## src/rtl/sipo_pkg.sv

```systemverilog
`default_nettype none
// ============================================================================
// Module      : sipo_pkg
// Description : Shared types and helpers for the sipo_deser deserialiser.
// Revision    : 1.0 - initial release
// ============================================================================
package sipo_pkg;

    typedef enum logic [1:0] {
        IDLE   = 2'd0,
        SHIFT  = 2'd1,
        PARITY = 2'd2
    } sipo_state_e;

    // Widest word bit_reverse can handle; callers pass their real width.
    localparam int unsigned SIPO_MAX_W = 1024;

    function automatic int unsigned sipo_beats(input int unsigned dw, input int unsigned lanes);
        return dw / lanes;
    endfunction

    // Reverses the low w bits of v; bits above w come back as zero.
    function automatic logic [SIPO_MAX_W-1:0] bit_reverse(input logic [SIPO_MAX_W-1:0] v,
                                                          input int unsigned w);
        logic [SIPO_MAX_W-1:0] r;
        for (int i = 0; i < SIPO_MAX_W; i++) begin
            r[i] = v[SIPO_MAX_W-1-i];
        end
        return r >> (SIPO_MAX_W - w);
    endfunction

endpackage
`default_nettype wire

```

## src/rtl/sipo_out_slot.sv

```systemverilog
`default_nettype none
// ============================================================================
// Module      : sipo_out_slot
// Description : One-entry valid/ready output register with sticky overflow.
// Revision    : 1.0 - initial release
// ============================================================================
module sipo_out_slot #(
    parameter int unsigned DATA_WIDTH = 32
) (
    input  logic                  clk,
    input  logic                  arst_n,
    input  logic                  load_i,
    input  logic [DATA_WIDTH-1:0] data_i,
    input  logic                  perr_i,
    input  logic                  ready_i,
    input  logic                  ovf_clr_i,
    output logic [DATA_WIDTH-1:0] data_o,
    output logic                  valid_o,
    output logic                  perr_o,
    output logic                  overflow_o
);

    logic [DATA_WIDTH-1:0] data_q, data_d;
    logic                  valid_q, valid_d;
    logic                  perr_q, perr_d;
    logic                  ovf_q, ovf_d;
    logic                  w_hs;
    logic                  w_drop;

    assign w_hs = valid_q & ready_i;

    always_comb begin
        data_d  = data_q;
        valid_d = valid_q;
        perr_d  = perr_q;
        w_drop  = 1'b0;
        if (load_i) begin
            if (!valid_q || w_hs) begin
                data_d  = data_i;
                perr_d  = perr_i;
                valid_d = 1'b1;
            end else begin
                w_drop = 1'b1;
            end
        end else if (w_hs) begin
            valid_d = 1'b0;
        end
        // A drop in the same cycle as a clear keeps the flag set.
        ovf_d = w_drop ? 1'b1 : (ovf_clr_i ? 1'b0 : ovf_q);
    end

    always_ff @(posedge clk or negedge arst_n) begin
        if (!arst_n) begin
            data_q  <= '0;
            valid_q <= 1'b0;
            perr_q  <= 1'b0;
            ovf_q   <= 1'b0;
        end else begin
            data_q  <= data_d;
            valid_q <= valid_d;
            perr_q  <= perr_d;
            ovf_q   <= ovf_d;
        end
    end

    assign data_o     = data_q;
    assign valid_o    = valid_q;
    assign perr_o     = perr_q;
    assign overflow_o = ovf_q;

endmodule
`default_nettype wire

```

## src/rtl/sipo_deser.sv

```systemverilog
`default_nettype none
// ============================================================================
// Module      : sipo_deser
// Description : Multi-lane serial-to-parallel deserialiser with valid/ready
//               output slot. Define SIPO_DESER_PARITY_EN for a parity beat.
// Revision    : 1.0 - initial release
// ============================================================================
module sipo_deser
    import sipo_pkg::*;
#(
    parameter int unsigned DATA_WIDTH = 32,
    parameter int unsigned LANES      = 1
) (
    input  logic                  clk,
    input  logic                  arst_n,
    input  logic [LANES-1:0]      serial_in,
    input  logic                  in_valid,
    input  logic                  shift_dir,
    input  logic                  out_dir,
    input  logic                  flush,
    output logic [DATA_WIDTH-1:0] out_data,
    output logic                  out_valid,
    input  logic                  out_ready,
    output logic                  out_perr,
    output logic                  overflow,
    input  logic                  ovf_clr,
    output logic                  busy
);

    localparam int unsigned   BEATS    = sipo_beats(DATA_WIDTH, LANES);
    localparam int unsigned   CW       = $clog2(BEATS + 1);
    localparam logic [CW-1:0] LAST_CNT = CW'(BEATS - 1);
    localparam logic [1:0]    ST_IDLE  = IDLE;
    localparam logic [1:0]    ST_SHIFT = SHIFT;
`ifdef SIPO_DESER_PARITY_EN
    localparam logic [1:0]    ST_PARITY = PARITY;
    localparam logic [CW-1:0] FULL_CNT  = CW'(BEATS);
`endif

    generate
        if ((LANES < 1) || (LANES > DATA_WIDTH) || ((DATA_WIDTH % LANES) != 0)
            || (DATA_WIDTH > SIPO_MAX_W)) begin : g_bad_cfg
            $error("sipo_deser: DATA_WIDTH must be a multiple of LANES (1..DATA_WIDTH)");
        end
    endgenerate

    logic [1:0]            state_q, state_d;
    logic [CW-1:0]         cnt_q, cnt_d;
    logic [DATA_WIDTH-1:0] acc_q, acc_d;
    logic                  sdir_q, sdir_d;
    logic                  odir_q, odir_d;

    logic [DATA_WIDTH-1:0] w_shl, w_shr, w_shifted, w_src, w_word;
    logic                  w_first, w_sdir, w_odir, w_load, w_perr;

    generate
        if (LANES == DATA_WIDTH) begin : g_full
            assign w_shl = serial_in;
            assign w_shr = serial_in;
        end else begin : g_part
            assign w_shl = {acc_q[DATA_WIDTH-LANES-1:0], serial_in};
            assign w_shr = {serial_in, acc_q[DATA_WIDTH-1:LANES]};
        end
    endgenerate

    // Direction controls are live only on the first beat of a word.
    assign w_first   = (state_q == ST_IDLE);
    assign w_sdir    = w_first ? shift_dir : sdir_q;
    assign w_odir    = w_first ? out_dir : odir_q;
    assign w_shifted = w_sdir ? w_shl : w_shr;

`ifdef SIPO_DESER_PARITY_EN
    assign w_src  = (state_q == ST_PARITY) ? acc_q : w_shifted;
    assign w_perr = (^acc_q) ^ serial_in[0];
`else
    assign w_src  = w_shifted;
    assign w_perr = 1'b0;
`endif
    assign w_word = w_odir ? DATA_WIDTH'(bit_reverse(SIPO_MAX_W'(w_src), DATA_WIDTH)) : w_src;

    always_comb begin
        state_d = state_q;
        cnt_d   = cnt_q;
        acc_d   = acc_q;
        sdir_d  = sdir_q;
        odir_d  = odir_q;
        w_load  = 1'b0;
        if (flush) begin
            state_d = ST_IDLE;
            cnt_d   = '0;
            acc_d   = '0;
        end else if (in_valid) begin
            case (state_q)
                ST_IDLE, ST_SHIFT: begin
                    acc_d  = w_shifted;
                    sdir_d = w_sdir;
                    odir_d = w_odir;
                    if (cnt_q == LAST_CNT) begin
`ifdef SIPO_DESER_PARITY_EN
                        state_d = ST_PARITY;
                        cnt_d   = FULL_CNT;
`else
                        w_load  = 1'b1;
                        state_d = ST_IDLE;
                        cnt_d   = '0;
`endif
                    end else begin
                        state_d = ST_SHIFT;
                        cnt_d   = cnt_q + 1'b1;
                    end
                end
`ifdef SIPO_DESER_PARITY_EN
                ST_PARITY: begin
                    w_load  = 1'b1;
                    state_d = ST_IDLE;
                    cnt_d   = '0;
                end
`endif
                default: begin
                    state_d = ST_IDLE;
                    cnt_d   = '0;
                end
            endcase
        end
    end

    always_ff @(posedge clk or negedge arst_n) begin
        if (!arst_n) begin
            state_q <= ST_IDLE;
            cnt_q   <= '0;
            acc_q   <= '0;
            sdir_q  <= 1'b0;
            odir_q  <= 1'b0;
        end else begin
            state_q <= state_d;
            cnt_q   <= cnt_d;
            acc_q   <= acc_d;
            sdir_q  <= sdir_d;
            odir_q  <= odir_d;
        end
    end

    assign busy = (cnt_q != '0);

    sipo_out_slot #(
        .DATA_WIDTH (DATA_WIDTH)
    ) u_slot (
        .clk        (clk),
        .arst_n     (arst_n),
        .load_i     (w_load),
        .data_i     (w_word),
        .perr_i     (w_perr),
        .ready_i    (out_ready),
        .ovf_clr_i  (ovf_clr),
        .data_o     (out_data),
        .valid_o    (out_valid),
        .perr_o     (out_perr),
        .overflow_o (overflow)
    );

endmodule
`default_nettype wire

```

## config.mk

```make
export PLATFORM = sky130hd
export DESIGN_NAME = sipo_deser
export DESIGN_NICKNAME = d
export VERILOG_FILES = /design/src/rtl/sipo_pkg.sv /design/src/rtl/sipo_out_slot.sv /design/src/rtl/sipo_deser.sv
export SDC_FILE = /design/constraint.sdc
export NUM_CORES = 1
export LEC_CHECK = 0
export BUFFER_PORTS_ARGS = -buffer_cell sky130_fd_sc_hd__buf_4
export CAP_MARGIN = 20
export CORE_UTILIZATION = 60
export DETAILED_ROUTE_END_ITERATION = 12
export PLACE_DENSITY = 0.82
export REMOVE_ABC_BUFFERS = 1
export SLEW_MARGIN = 20
export SYNTH_ARGS = -nofsm -noshare
export SYNTH_HDL_FRONTEND = slang
export SYNTH_SLANG_ARGS = --single-unit
```

## constraint.sdc

```tcl
create_clock -name clk -period 4.2 [get_ports clk]
set_input_delay 0.84 -clock clk [delete_from_list [all_inputs] [get_ports clk]]
set_output_delay 0.84 -clock clk [all_outputs]
set_load 0.02 [all_outputs]
```

Word-level counts from Yosys, hierarchy flattened
Index checks and enable logic that the tools add are counted.
{"block": "classes", "n_eq_ne": 3, "reduce_logical": 13, "bitwise": 2, "muxes": 26, "addsub": 1}
{"cell": "$mux W32", "n": 5}
{"cell": "$mux W6", "n": 4}
{"cell": "$mux W1", "n": 14}
{"cell": "$reduce_bool A2 Y1", "n": 4}
{"cell": "$add A6 B1 Y6 const B", "n": 1}
{"cell": "$eq A6 B5 Y1 const B", "n": 1}
{"cell": "$mux W2", "n": 3}
{"cell": "$reduce_and A2 Y1", "n": 3}
{"cell": "$reduce_bool A6 Y1", "n": 1}
{"cell": "$reduce_and A3 Y1", "n": 1}
{"cell": "$eq A2 B1 Y1 const B", "n": 1}
{"cell": "$logic_not A2 Y1", "n": 1}
{"cell": "$ne A2 B2 Y1 const B", "n": 1}
{"cell": "$reduce_or A2 Y1", "n": 1}
{"cell": "$and A1 B1 Y1", "n": 1}
{"cell": "$logic_not A1 Y1", "n": 1}
{"cell": "$logic_or A1 B1 Y1", "n": 1}
{"cell": "$not A1 Y1", "n": 1}
{"block": "word_totals", "output_inout_bits": 36, "regBits": 76, "wordCells": 53, "in_bits": 9}

Depth between registers and ports, before layout
Gate-level depths: netlist (run 1).
{"block": "logic_depth", "depth_word": 7, "depth_mapped": 7, "ltp_nobuf": 4}

Modules after synthesis
From an unflattened synthesis (run 1), not the netlist that was laid out.
{"block": "hier_totals", "hier_cells": 314, "area_unflattened_um2": 3906.2}
{"mod": "sipo_deser", "seq_area_each_um2": 1026.0, "area_per_inst_um2": 2443.6, "cells_per_inst": 237, "instances": 1}
{"mod": "sipo_out_slot", "seq_area_each_um2": 875.8, "area_per_inst_um2": 1462.7, "cells_per_inst": 77, "instances": 1}

Least setup slack after synthesis (run 1)
No wires, ideal clock.
{"block": "synth_timing", "kind": "input -> register", "startpoint": "in flush", "endpoint": "reg u_slot.data_q[20], in the netlist u_slot.data_o[20]", "path_slack_ps": 1891, "t_arrival_ps": 2218, "cell_stages": 6, "path_buffers": 3, "cell_sequence": "or3b_1 -> buf_2 -> or4b_4 -> buf_6 -> buf_6 -> o221ai_1"}
{"block": "synth_between", "elab_chain_cells": 2}
{"element": "from (decl)", "line": "sipo_deser.sv:20", "text": "input logic flush,"}
{"element": "$mux W1", "line": "sipo_deser.sv:88", "text": "if (flush) begin"}
{"element": "$reduce_and A2 Y1 (no line)"}
{"element": "to (signal assigned)", "line": "sipo_out_slot.sv:59", "text": "data_q <= data_d;"}
{"element": "to (decl)", "line": "sipo_out_slot.sv:23", "text": "logic [DATA_WIDTH-1:0] data_q, data_d;"}
Every way passes these cells.
A chain may end at the register's enable or synchronous reset.

Worst setup path after layout (run 1)
{"block": "layout_timing", "startpoint": "in flush", "endpoint": "reg u_slot.data_q[14], in the netlist u_slot.data_o[14]"}
The elaborated chain is that of the path after synthesis.

==> out/results.env, run 1 <==
DIE_W_UM=79.2
DRT-WIRELENGTH-PER-CELL_UM=18.5
CORE_REGION_AREA_UM2=5610
DRC=0
DETAIL_ROUTE.VIAS_PER_CELL=6.59
TOP_FANOUT_VALUE_ON_THE_CRITICAL_PATH=41
TIGHTEST_SLEW_PS=915
DESIGN_AREA_UM2=4070
R2R_CELLS=4
DP.FINAL_HPWL_UM=4770
GRT_FIRST_PASS_WIRELENGTH_UM=13200
GRT_START_MAX_NET_PINS=76
CRITICAL_PATH_STARTPOINT_CATEGORY='primary input'
SYNTH_AREA_LEADERS='sky130_fd_sc_hd__dfrtp_1 (53%), sky130_fd_sc_hd__mux2i_1 (9.8%), sky130_fd_sc_hd__o221ai_1 (7.8%)'
CELLS_ALONG_THE_CRITICAL_PATH='buf_4, or3b_1, buf_4, or4_4, o221ai_1'
GRT_SETUP_UNREPAIRED='no'
NUMBER_OF_LEVELS_THE_H_TREE_WAS_SPLIT_INTO=3
WORST_SETUP_PATH_END_KIND='flip-flop'
SYNTH.TOP_CELL.AREA_SHARE_PCT=52.5
IR_DROP_mV=0.294
SEQ_POWER_SHARE_PCT=50.2
SWITCHINGPOWER_mW=0.398
FINAL-HOLD-VIOLATION-COUNT=0
NUMBER_OF_CLOCK_SINKS=75
P_INT_mW=1.14
POWER_FRAC_CLOCK_PCT=39.1
MIN_PERIOD_OVER_PERIOD_PCT=59.7
HOLDBUFCOUNTCTS=0
NUM_ANTENNA_CELLS=0
COMBINATIONALPOWERSHARE_PCT=10.6
WIRELENGTH_UM=7740
PATH_DELAY_FAMILY='simple AND/OR/NAND/NOR gates'
CRITPATHKIND='primary input to flip-flop'
RRSETUPSLACK_PS=1970
DIE_Y_UM=79.2
FINALMAXSLEWVIOLATIONS=0
CLOCK_TREE_FROM_TRITONCTS='yes'
RUN_STATUS='finished, final reports clean'
CRIT_PATH_LARGEST_CELL_DELAY_PS=720
SYNTH.CELL_AREA_UM2=3570
CLOCK_BUFFER_COUNT_FROM_CTS=9
CTS_BUFFER_DEPTH=2
PORT-BUFFER-COUNT=43
DRT_ITER0_MARKERS=250
NETSWITCHINGFRACTION_PCT=25.9
WORST_EP_ARRIVAL_TIME_PS=2760
ROUTED-VIA-COUNT=2763
POWERDENSITY_nW_PER_UM2=377
OVERALL_DIE_AREA_UM2=6270
MAXIMUM_ACHIEVABLE_FREQUENCY_MHz=399
FINALWEIGHTEDCONGESTION=0.768
CTS_REPAIR_RESIZE_COUNT=0
ANTENNA_FOUND_INITIAL=0
FINAL-SETUP-VIOL-COUNT=0
SYNTH-SEQ-CELLS=75
SYN_TO_FINAL_GROWTH_PCT=13.9
SYNTH.DISTINCT_CELLS=32
CRIT_PATH_TOP_DELAY_CELL='sky130_fd_sc_hd__or4_4'
WORST-PATH-BUF-INV=2
CLOCK_NETWORK_LATENCY_TO_THE_LATER_PIN_OF_THE_WORST_SKEW_PAIR_PS=350
CRITPATHMOSTFREQUENTCELL='sky130_fd_sc_hd__buf_4'
FIRST_GLOBAL_VIAS=2707
FIN_CRIT_PS=2510
FINAL.SETUP_SKEW_PS=8.88
CRIT_REQUIRED_PS=4450
SYNTH_CELLS=318
TIMING.SETUP.TNS_PS=0
TIMING.MAX_CAP.VIOLATIONS=0
FINAL_ANTENNA_NET_COUNT=0
HOLDPATHEND='odir_q$_DFFE_PN0P_'
DETAILED_ROUTER_ITERATION_COUNT_BEFORE_ANTENNA_REPAIR=4
WORSTHOLDPATHCELLS=2
HOLD_PATH.CLASS='flip-flop to flip-flop'
DRIVE_GT1_SHARE_PCT=20.5
REGTOREGSTARTPOINT='cnt_q[5]$_DFFE_PN0P_'
POST-CTS-SETUP-BUFFER-COUNT=0
GR-USAGE-ALL-LAYERS_PCT=27.5
CTSROOTBUFFERMASTER='sky130_fd_sc_hd__clkbuf_8'
POSTSYNTHAREAPERCELL_UM2=11.2
YOSYSSEQAREASHARE_PCT=52.5
R2R-END='u_slot.data_o[14]$_DFFE_PN0P_'
ROW_COUNT=27
COUNT_OF_BOUNDARY_I_O_PINS=45
MIN-DELAY-START='odir_q$_DFFE_PN0P_'
NETLIST.TOP_CELL.BY_AREA='sky130_fd_sc_hd__dfrtp_1'
GLOBAL_ROUTE.OVERFLOW_TOTAL=0
INITIAL_UTILIZATION_PCT=63.7
POST_DETAILED_PLACEMENT_CELL_AREA_UM2=3850
NUMBER_OF_NETS_IN_THE_LAYOUT=353
RELATIVE_SLEW_MARGINS_PCT=39.0
CTS.REPORTEDPATHS.CLKPINSLEW_PS=80
POWER.LEAKAGE_nW=1.88
SYNTH.YOSYS.WARNINGS=0
[registers in the layout (all words and copies together), names as in the netlist]
name	cells
u_slot.data_o	32
cnt_q	6
acc_q	32
u_slot.valid_o	1
odir_q	1
sdir_q	1
state_q	1
u_slot.overflow_o	1
[tightest hold or removal path, delay by kind of cell (launching register included)]
family	cells	cell delay (ps)
simple gates	1	50
compound gates	1	60
flops	1	370
[metal layers]
| metal | up-vias | global-route usage (%) | part of all wire [%] |
|---|---|---|---|
| met5 | - | 0 | 0 |
| met4 | 0 | 10.0 | 1.3 |
| met3 | 10 | 6.21 | 6.0 |
| met2 | 94 | 43.9 | 49 |
| met1 | 1383 | 37.0 | 44 |
| li1 | 1276 | - | - |
[power groups by stage]
stage	Sequential [mW]	Clock, mW	Combinational, mW
after global placement	0.784	0	0.157
after global routing	0.775	0.637	0.181
after floorplan	0.778	0	0.103
after CTS	0.771	0.611	0.163
after detailed placement	0.785	0	0.162
final	0.771	0.601	0.163
[cells in the final DEF (no fill, tap or decap), types with 2 or more instances in the layout]
cell and instances:
sky130_fd_sc_hd__nand2b_1 2, sky130_fd_sc_hd__o21ai_0 3, sky130_fd_sc_hd__nor2_1 40, sky130_fd_sc_hd__mux2i_1 34
sky130_fd_sc_hd__inv_1 4, sky130_fd_sc_hd__nand2_1 4, sky130_fd_sc_hd__o31ai_1 32, sky130_fd_sc_hd__bufinv_16 2
sky130_fd_sc_hd__clkbuf_8 9, sky130_fd_sc_hd__o221ai_1 32, sky130_fd_sc_hd__nand4_1 3, sky130_fd_sc_hd__ha_1 2
sky130_fd_sc_hd__dfrtp_1 75, sky130_fd_sc_hd__a21oi_1 2, sky130_fd_sc_hd__xor2_1 2, sky130_fd_sc_hd__a211oi_1 33
sky130_fd_sc_hd__clkinv_2 2, sky130_fd_sc_hd__clkinvlp_4 3, sky130_fd_sc_hd__buf_4 49
[cells by family after synthesis]
kind of cell    count (synthesis)  synth area share [%]
compound gates                106                  23.2
xor+xnor                        2                 0.490
fa+ha+maj                       2                 0.700
buf+inv                        40                  5.85
flops                          75                  52.5
mux                            35                  9.81
other cells                     1                 0.105
simple gates                   57                  7.36
[synthesized netlist by cell type]
cell type,instances
sky130_fd_sc_hd__o211ai_1,1
sky130_fd_sc_hd__o31ai_1,32
sky130_fd_sc_hd__buf_1,6
sky130_fd_sc_hd__nor4_1,1
sky130_fd_sc_hd__nor2_1,40
sky130_fd_sc_hd__nand2b_1,2
sky130_fd_sc_hd__nor2b_1,1
sky130_fd_sc_hd__or2_2,1
sky130_fd_sc_hd__nand4_1,3
sky130_fd_sc_hd__a211oi_1,33
sky130_fd_sc_hd__o21ai_0,3
sky130_fd_sc_hd__nand3_1,1
sky130_fd_sc_hd__dfrtp_1,75
sky130_fd_sc_hd__buf_2,5
sky130_fd_sc_hd__a21oi_1,2
sky130_fd_sc_hd__clkbuf_1,17
sky130_fd_sc_hd__a31o_2,1
sky130_fd_sc_hd__inv_1,4
sky130_fd_sc_hd__ha_1,2
sky130_fd_sc_hd__or4_4,1
sky130_fd_sc_hd__and4_1,1
sky130_fd_sc_hd__buf_6,6
sky130_fd_sc_hd__or3b_1,1
sky130_fd_sc_hd__xor2_1,2
sky130_fd_sc_hd__nand2_1,4
sky130_fd_sc_hd__conb_1,1
sky130_fd_sc_hd__buf_4,2
sky130_fd_sc_hd__a22o_1,1
sky130_fd_sc_hd__or4b_4,1
sky130_fd_sc_hd__o221ai_1,32
sky130_fd_sc_hd__mux2i_1,35
sky130_fd_sc_hd__a311oi_1,1
[per-stage QoR]
| stage | util, % | total power [mW] | std cells | hold slack (ps) | worst slack, ps |
|---|---|---|---|---|---|
| 3_5_place_dp | 68.7 | 0.947 | 403 | 495 | 1380 |
| 3_3_place_gp | 68.7 | 0.941 | 403 | 485 | 1390 |
| 2_1_floorplan | - | 0.881 | 282 | 450 | 308 |
| 5_1_grt | 72.5 | 1.59 | 419 | 535 | 1630 |
| 6_report | 72.5 | 1.54 | 419 | 514 | 1690 |
| 4_1_cts | 72.5 | 1.55 | 419 | 512 | 1730 |
[cell type report]
| type | instances | area, um2 |
|---|---|---|
| flip-flops and latches | 75 | 1880 |
| repair buffers | 49 | 368 |
| multi-input cells | 203 | 1500 |
| inverters | 4 | 15.0 |
| well taps | 72 | 90.1 |
| clock buffers | 9 | 124 |
| clock inverters | 7 | 92.6 |
| fillers | 416 | 1540 |
[worst max-delay path by stage]
stage | start | cells past startpoint | end
2_1_floorplan | shift_dir | 3 | acc_q[10]$_DFFE_PN0P_
3_3_place_gp | flush | 5 | u_slot.data_o[18]$_DFFE_PN0P_
3_5_place_dp | flush | 5 | u_slot.data_o[4]$_DFFE_PN0P_
4_1_cts | flush | 5 | u_slot.data_o[23]$_DFFE_PN0P_
5_1_grt | flush | 5 | u_slot.data_o[4]$_DFFE_PN0P_
6_report | flush | 5 | u_slot.data_o[14]$_DFFE_PN0P_
Note: power is estimated with default switching activity, not from simulation.
==> run 2: changes to the inputs <==
- CORE_UTILIZATION: 60 -> 57
- PLACE_DENSITY: 0.82 -> 0.79
- clock period: 4.2 -> 2.4 ns (I/O delays scaled with it)
==> run 2 against run 1 <==
Effect of this change:
- non-clock buffer count increased by 5
- combinational power increased by 80%
- total power increased by 61%
- critical path type is now flip-flop to flip-flop
==> out/results.env, run 2 (same netlist as run 1, synthesis figures left out) <==
RUN_STATUS='finished, final reports clean'
GRT_FIRST_PASS_WIRELENGTH_UM=12800  # -3.4%
DRT_ITER0_MARKERS=178  # -29%
DP.FINAL_HPWL_UM=4890  # +2.6%
WORST_HOLD_SLACK_ACROSS_ALL_ENDPOINTS_PS=128  # -386 ps
TIMING.MAX_CAP.VIOLATIONS=0  # unchanged
POST-CTS-SETUP-BUFFER-COUNT=0  # unchanged
ROW_COUNT=28  # +3.7%
IR_DROP_mV=0.481  # +64%
FILL_CELLS=453  # +8.9%
MIN_PERIOD_OVER_PERIOD_PCT=83.7
REGTOREGSTARTPOINT='cnt_q[1]$_DFFE_PN0P_'
DIE_W_UM=81.2  # +2.5%
GLOBAL_ROUTE.OVERFLOW_TOTAL=0  # unchanged
LAYOUT.CELLS.MOST_COMMON='sky130_fd_sc_hd__dfrtp_1'
OVERALL_DIE_AREA_UM2=6590  # +5.1%
POWERDENSITY_nW_PER_UM2=608  # +61%
NUM_ANTENNA_CELLS=0  # unchanged
CLOCK_TREE_FROM_TRITONCTS='yes'
CRITICAL_PATH_STARTPOINT_CATEGORY='flip-flop'
DRC=0  # unchanged
WORST_EP_ARRIVAL_TIME_PS=2260  # -500 ps
RRSETUPSLACK_PS=390  # -1580 ps
CTS.REPORTEDPATHS.CLKPINSLEW_PS=80  # about the same
FINAL-HOLD-VIOLATION-COUNT=0  # unchanged
POST_DETAILED_PLACEMENT_CELL_AREA_UM2=3910  # +1.4%
CTSROOTBUFFERMASTER='sky130_fd_sc_hd__clkbuf_8'
INITIAL_UTILIZATION_PCT=59.6  # -4.1 points
CLOCK_NETWORK_LATENCY_TO_THE_LATER_PIN_OF_THE_WORST_SKEW_PAIR_PS=350  # about the same
NUMBER_OF_CLOCK_SINKS=75  # unchanged
PORT-BUFFER-COUNT=43  # unchanged
DRIVE_GT1_SHARE_PCT=20.8  # +0.34 points
FINAL-SETUP-VIOL-COUNT=0  # unchanged
FINALMAXSLEWVIOLATIONS=0  # unchanged
ROUTED-VIA-COUNT=2745  # -0.65%
MAXIMUM_ACHIEVABLE_FREQUENCY_MHz=498
CRIT_REQUIRED_PS=2650  # -1800 ps
FIRST_GLOBAL_VIAS=2677  # -1.1%
TIGHTEST_SLEW_PS=689  # -226 ps
DESIGN_AREA_UM2=4070  # about the same
DETAILED_ROUTER_ITERATION_COUNT_BEFORE_ANTENNA_REPAIR=4  # unchanged
POWER.LEAKAGE_nW=1.90  # +0.73%
COUNT_OF_BOUNDARY_I_O_PINS=45  # unchanged
PLACEDCELLCOUNT=411  # +2.0%
DIE_Y_UM=81.2  # +2.5%
CORE_REGION_AREA_UM2=5990  # +6.8%
CLOCK_BUFFER_COUNT_FROM_CTS=9  # unchanged
DETAIL_ROUTE.VIAS_PER_CELL=6.44  # -2.3%
HOLDBUFCOUNTCTS=0  # unchanged
GRT_START_MAX_NET_PINS=75  # -1.3%
DRT-WIRELENGTH-PER-CELL_UM=18.2  # -1.2%
FIN_CRIT_PS=2010
RELATIVE_SLEW_MARGINS_PCT=54.1  # +15 points
ANTENNA_FOUND_INITIAL=0  # unchanged
FINALWEIGHTEDCONGESTION=0.802  # +4.4%
TOP_FANOUT_VALUE_ON_THE_CRITICAL_PATH=32  # -22%
R2R_CELLS=4  # unchanged
NUMBER_OF_NETS_IN_THE_LAYOUT=358  # +1.4%
WIRELENGTH_UM=7770  # +0.45%
GRT_SETUP_UNREPAIRED='no'
LAYOUT.CELLS.NON_FILLER=426  # +1.7%
CTS_REPAIR_RESIZE_COUNT=0  # unchanged
CTS_BUFFER_DEPTH=2  # unchanged
HOLD_PATH.CLASS='primary input to async pin'
CRITPATHKIND='flip-flop to flip-flop'
WORST_SETUP_PATH_END_KIND='flip-flop'
FINAL.SETUP_SKEW_PS=7.86  # -1.02 ps
GR-USAGE-ALL-LAYERS_PCT=26.2  # -1.3 points
R2R-END='u_slot.data_o[25]$_DFFE_PN0P_'
POWER_mW=2.47  # +61%
LAYOUT.CELLS.MOST_COMMON_LIST='sky130_fd_sc_hd__dfrtp_1 (75), sky130_fd_sc_hd__buf_4 (53), sky130_fd_sc_hd__nor2_1 (40), sky130_fd_sc_hd__mux2i_1 (34), sky130_fd_sc_hd__a211oi_1 (33)'
NUMBER_OF_LEVELS_THE_H_TREE_WAS_SPLIT_INTO=3  # unchanged
FINAL_ANTENNA_NET_COUNT=0  # unchanged
SYN_TO_FINAL_GROWTH_PCT=13.8  # about the same
-- run 2: changes by cell type in the layout (fill, tap and decap cells not counted) --
cell | before | now
sky130_fd_sc_hd__buf_12 | 0 | 1
sky130_fd_sc_hd__buf_4 | 49 | 53
sky130_fd_sc_hd__clkbuf_1 | 0 | 2
sky130_fd_sc_hd__clkbuf_8 | 9 | 10
sky130_fd_sc_hd__clkinvlp_4 | 3 | 0
sky130_fd_sc_hd__bufinv_16 | 2 | 0
sky130_fd_sc_hd__clkinv_2 | 2 | 3
-- run 2: worst max-delay path by stage --
| stage | startpoint | to | slack, ps |
|---|---|---|---|
| finish | cnt_q[1]$_DFFE_PN0P_ | u_slot.data_o[25]$_DFFE_PN0P_ | 390 |
| global route | cnt_q[0]$_DFFE_PN0P_ | u_slot.data_o[20]$_DFFE_PN0P_ | 270 |
| CTS | cnt_q[0]$_DFFE_PN0P_ | u_slot.data_o[25]$_DFFE_PN0P_ | 380 |
| detailed placement | flush | u_slot.data_o[25]$_DFFE_PN0P_ | 330 |
| global placement | flush | u_slot.data_o[14]$_DFFE_PN0P_ | 360 |
| floorplan | state_q[0]$_DFFE_PN0P_ | acc_q[10]$_DFFE_PN0P_ | -1200 |
-- run 2: metrics by stage --
stage               worst slack, ps  utilization, %  TNS, ps
global placement                360            65.2        0
detailed placement              331            65.2        0
finish                          390            67.9        0
CTS                             384            67.9        0
global route                    272            67.9        0
floorplan                     -1200               -   -77080
-- run 2: routing by layer --
layer / up-vias / GRT usage (%) / share of wire (%)
met5: - / 0 / 0
met4: 0 / 8.39 / 1.0
met3: 5 / 6.74 / 3.9
met2: 63 / 43.0 / 49
met1: 1396 / 34.0 / 46
li1: 1281 / - / -
-- run 2: power by group --
| group | internal (mW) | total, mW | switching, mW |
|---|---|---|---|
| sequential | 1.31 | 1.35 | 0.0419 |
| clock | 0.393 | 0.828 | 0.435 |
| combinational | 0.107 | 0.293 | 0.185 |
-- run 2: worst max-delay path: stages (launching register included) --
cell and delay, ps:
sky130_fd_sc_hd__dfrtp_1 410, sky130_fd_sc_hd__ha_1 230, sky130_fd_sc_hd__nand4_1 190, sky130_fd_sc_hd__or4b_4 790, sky130_fd_sc_hd__o221ai_1 280
-- run 2: final cells by class --
cell class | count | area (um2) | share of cell area (%)
repair buffers | 54 | 418 | 10.3
inverters | 4 | 15.0 | 0.369
multi-input cells | 203 | 1500 | 36.9
clock buffers | 12 | 145 | 3.57
well taps | 75 | 93.8 | 2.31
flip-flops and latches | 75 | 1880 | 46.2
clock inverters | 3 | 15.0 | 0.369
==> run 3: changes to the inputs <==
- ABC_AREA: not set -> 1
- CORE_UTILIZATION: 57 -> 53
- PLACE_DENSITY: 0.79 -> 0.76
- clock period: 2.4 -> 1.8 ns (I/O delays scaled with it)
==> run 3 against run 2 <==
Effect of this change:
- total power rose by 34%
- die area grew 19%
- count of clock-buffer cells in the layout up 2
- cell count rose by 57%
- hold slack better by 80 ps
- combinational power rose by 49%
- flip-flop and latch count unchanged
- setup slack worse by 200 ps
- critical endpoint is now busy
- via count is 37% higher
- register-to-register slack worse by 150 ps
==> out/results.env, run 3 <==
FILL_CELLS=646  # +43%
CTSROOTBUFFERMASTER='sky130_fd_sc_hd__clkbuf_8'
GRT_FIRST_PASS_WIRELENGTH_UM=16100  # +26%
DRIVE_GT1_SHARE_PCT=14.2  # -6.6 points
SYNTH-SEQ-CELLS=75  # unchanged
PATH_DELAY_FAMILY='flip-flops'
TIMING.SETUP.TNS_PS=0  # unchanged
MAXIMUM_ACHIEVABLE_FREQUENCY_MHz=621
MIN-DELAY-START='ovf_clr'
FINAL_ANTENNA_NET_COUNT=0  # unchanged
AREA.SEQUENTIAL_UM2=1880  # unchanged
FINAL-HOLD-VIOLATION-COUNT=0  # unchanged
CRIT_REQUIRED_PS=1440  # -1210 ps
INITIAL_UTILIZATION_PCT=54.8  # -4.8 points
NUM_ANTENNA_CELLS=0  # unchanged
FINAL-SETUP-VIOL-COUNT=0  # unchanged
SYNTH_CELLS=528  # +66%
DIE_Y_UM=88.6  # +9.2%
GRT_SETUP_UNREPAIRED='no'
RUN_STATUS='finished, final reports clean'
DRT-WIRELENGTH-PER-CELL_UM=14.2  # -22%
HOLD_PATH.CLASS='primary input to flip-flop'
OVERALL_DIE_AREA_UM2=7850  # +19%
WORST_HOLD_SLACK_ACROSS_ALL_ENDPOINTS_PS=208  # +79.7 ps
DETAILED_ROUTER_ITERATION_COUNT_BEFORE_ANTENNA_REPAIR=5  # +1
GRT_START_MAX_NET_PINS=36  # -52%
SYNTH_MOST_COMMON_CELL='sky130_fd_sc_hd__nand2_1'
NUMBER_OF_CLOCK_SINKS=75  # unchanged
SYNTH.YOSYS.WARNINGS=0  # unchanged
NETLIST.TOP_CELL.BY_AREA='sky130_fd_sc_hd__dfrtp_1'
SYNTH_AREA_LEADERS='sky130_fd_sc_hd__dfrtp_1 (47%), sky130_fd_sc_hd__nand3_1 (21%), sky130_fd_sc_hd__nand2_1 (20%)'
TIMING.MAX_CAP.VIOLATIONS=0  # unchanged
IR_DROP_mV=0.453  # -5.7%
POST-CTS-SETUP-BUFFER-COUNT=0  # unchanged
SYNTH_ENABLE_FLOP_CELLS=0  # unchanged
WIRELENGTH_UM=9480  # +22%
FINALWEIGHTEDCONGESTION=0.778  # -3.0%
CELLS_ALONG_THE_CRITICAL_PATH='nor3_1, nand3_1, buf_4'
PORT-BUFFER-COUNT=43  # unchanged
CORE_REGION_AREA_UM2=7250  # +21%
CRITPATHKIND='flip-flop to output port'
FINALMAXSLEWVIOLATIONS=0  # unchanged
DRC=0  # unchanged
POSTSYNTHAREAPERCELL_UM2=7.53  # -33%
WORST_SETUP_PATH_END_KIND='output port'
ROW_COUNT=31  # +11%
ASYNCSETRESETFLOPFRACSYNTH_PCT=100  # unchanged
ANTENNA_FOUND_INITIAL=0  # unchanged
SYNTH.DISTINCT_CELLS=24  # -25%
FIRST_GLOBAL_VIAS=3566  # +33%
CRIT_PATH_TOP_DELAY_CELL='sky130_fd_sc_hd__dfrtp_1'
FIN_CRIT_PS=1610
CTS.REPORTEDPATHS.CLKPINSLEW_PS=80  # about the same
TOP_FANOUT_VALUE_ON_THE_CRITICAL_PATH=6  # -81%
NUMBER_OF_NETS_IN_THE_LAYOUT=576  # +61%
POWERDENSITY_nW_PER_UM2=721  # +19%
DP.FINAL_HPWL_UM=6060  # +24%
CLOCK_NETWORK_LATENCY_TO_THE_LATER_PIN_OF_THE_WORST_SKEW_PAIR_PS=340  # about the same
YOSYSSEQAREASHARE_PCT=47.2  # -5.3 points
REGTOREGSTARTPOINT='cnt_q[0]$_DFFE_PN0P_'
CTS_BUFFER_DEPTH=2  # unchanged
FINAL.SETUP_SKEW_PS=7.43  # -0.425 ps
SYNTH.CELL_AREA_UM2=3980  # +11%
WORSTSETUPSTARTPOINT='cnt_q[4]$_DFFE_PN0P_'
CLOCK_TREE_FROM_TRITONCTS='yes'
SYNTH-MAIN-FF-CELL='sky130_fd_sc_hd__dfrtp_1'
GR-USAGE-ALL-LAYERS_PCT=26.6  # +0.35 points
CRIT_PATH_LARGEST_CELL_DELAY_PS=430  # -360 ps
MULTI_INPUT_GATE_AREA_IN_THE_FINAL_LAYOUT_UM2=1830  # +22%
DIE_W_UM=88.6  # +9.2%
DRT_ITER0_MARKERS=301  # +69%
POWER.LEAKAGE_nW=2.63  # +39%
LAYOUT.CELLS.MOST_COMMON='sky130_fd_sc_hd__nand2_1'
ROUTED-VIA-COUNT=3749  # +37%
SYNTH.TOP_CELL.AREA_SHARE_PCT=47.2  # -5.3 points
CRITICAL_PATH_STARTPOINT_CATEGORY='flip-flop'
DETAIL_ROUTE.VIAS_PER_CELL=5.60  # -13%
MIN_PERIOD_OVER_PERIOD_PCT=89.5
SYNTHTOPCELLSBYCOUNT='sky130_fd_sc_hd__nand2_1 (209), sky130_fd_sc_hd__nand3_1 (166), sky130_fd_sc_hd__dfrtp_1 (75)'
SYN_TO_FINAL_GROWTH_PCT=15.4
NUMBER_OF_LEVELS_THE_H_TREE_WAS_SPLIT_INTO=3  # unchanged
WORST-PATH-BUF-INV=1  # +1
COUNT_OF_BOUNDARY_I_O_PINS=45  # unchanged
CLOCK_BUFFER_COUNT_FROM_CTS=9  # unchanged
LAYOUT.CELLS.MOST_COMMON_LIST='sky130_fd_sc_hd__nand2_1 (209), sky130_fd_sc_hd__nand3_1 (166), sky130_fd_sc_hd__dfrtp_1 (75), sky130_fd_sc_hd__buf_4 (50), sky130_fd_sc_hd__inv_1 (15)'
WORST_EP_ARRIVAL_TIME_PS=1250  # -1010 ps
GLOBAL_ROUTE.OVERFLOW_TOTAL=0  # unchanged
==> run 3: changes by cell type in the layout (fill, tap and decap cells not counted), sizes merged, moves of 13 or more <==
cell    previous run  this run
nor2              40         7
nand3              1       167
inv                4        17
o31ai             32         0
nand2              4       212
mux2i             35         0
a211oi            33         0
o221ai            32         0
==> run 3: worst paths after layout <==
check | slack, ps | cells past startpoint | to
max reg2reg | 240 | 8 | u_slot.data_o[25]$_DFFE_PN0P_
min reg2reg | 480 | 2 | u_slot.data_o[8]$_DFFE_PN0P_
min | 210 | 2 | u_slot.overflow_o$_DFFE_PN0P_
max | 190 | 3 | busy
max in group asynchronous | 720 | 3 | cnt_q[4]$_DFFE_PN0P_
min in group asynchronous | 500 | 2 | u_slot.data_o[7]$_DFFE_PN0P_
==> run 3: routing by layer <==
metal	wire, um	up-vias	global-route usage (%)
met1	4100	1754	34.5
met4	146	0	10.9
met5	0	-	0
li1	-	1815	-
met2	4640	163	45.2
met3	590	17	3.17
==> run 3: final cells by class <==
class | instances | share of cell area, %
multi-input combinational | 404 | 39.8
clock buffer | 14 | 3.54
sequential | 75 | 40.9
timing repair buffer | 58 | 11.4
tap | 99 | 2.70
inverter | 17 | 1.44
clock inverter | 2 | 0.218
==> run 3: logic make-up after synthesis <==
group	share of synthesized area, %
AO/OA/AOI/OAI	1.32
XOR/XNOR	0.220
adder cells (fa/ha/maj)	0.629
buffers and inverters	6.99
flip-flops	47.2
other	0.0943
AND/OR/NAND/NOR	43.5
==> run 3: power breakdown <==
part | leakage, nW | internal, mW | switching [mW]
Sequential | 1.04 | 1.70 | 0.0127
Clock | 0.0905 | 0.574 | 0.588
Combinational | 1.50 | 0.151 | 0.285
Total | 2.63 | 2.43 | 0.886
==> run 3: timing repair <==
action | in CTS | in global routing
hold endpoints to repair | 32 | 0
resized for setup | 0 | 0
hold buffers | 1 | 0
==> run 3: through the flow <==
step	utilization [%]	setup slack, ps	cells	power (mW)	cell area, um2
floorplan	-	-149	496	1.98	3760
global placement	60.8	296	652	2.17	4410
detailed placement	60.8	253	652	2.18	4410
CTS	63.3	175	669	3.34	4590
global route	63.3	76.3	669	3.45	4590
finish	63.3	189	669	3.31	4590
==> run 3: worst register-to-register path: cells and delay by family (launching register included) <==
kind | cells | cell delay, ps
adders and majority gates | 1 | 230
and+or+nand+nor | 6 | 640
buffers and inverters | 1 | 220
DFF | 1 | 400
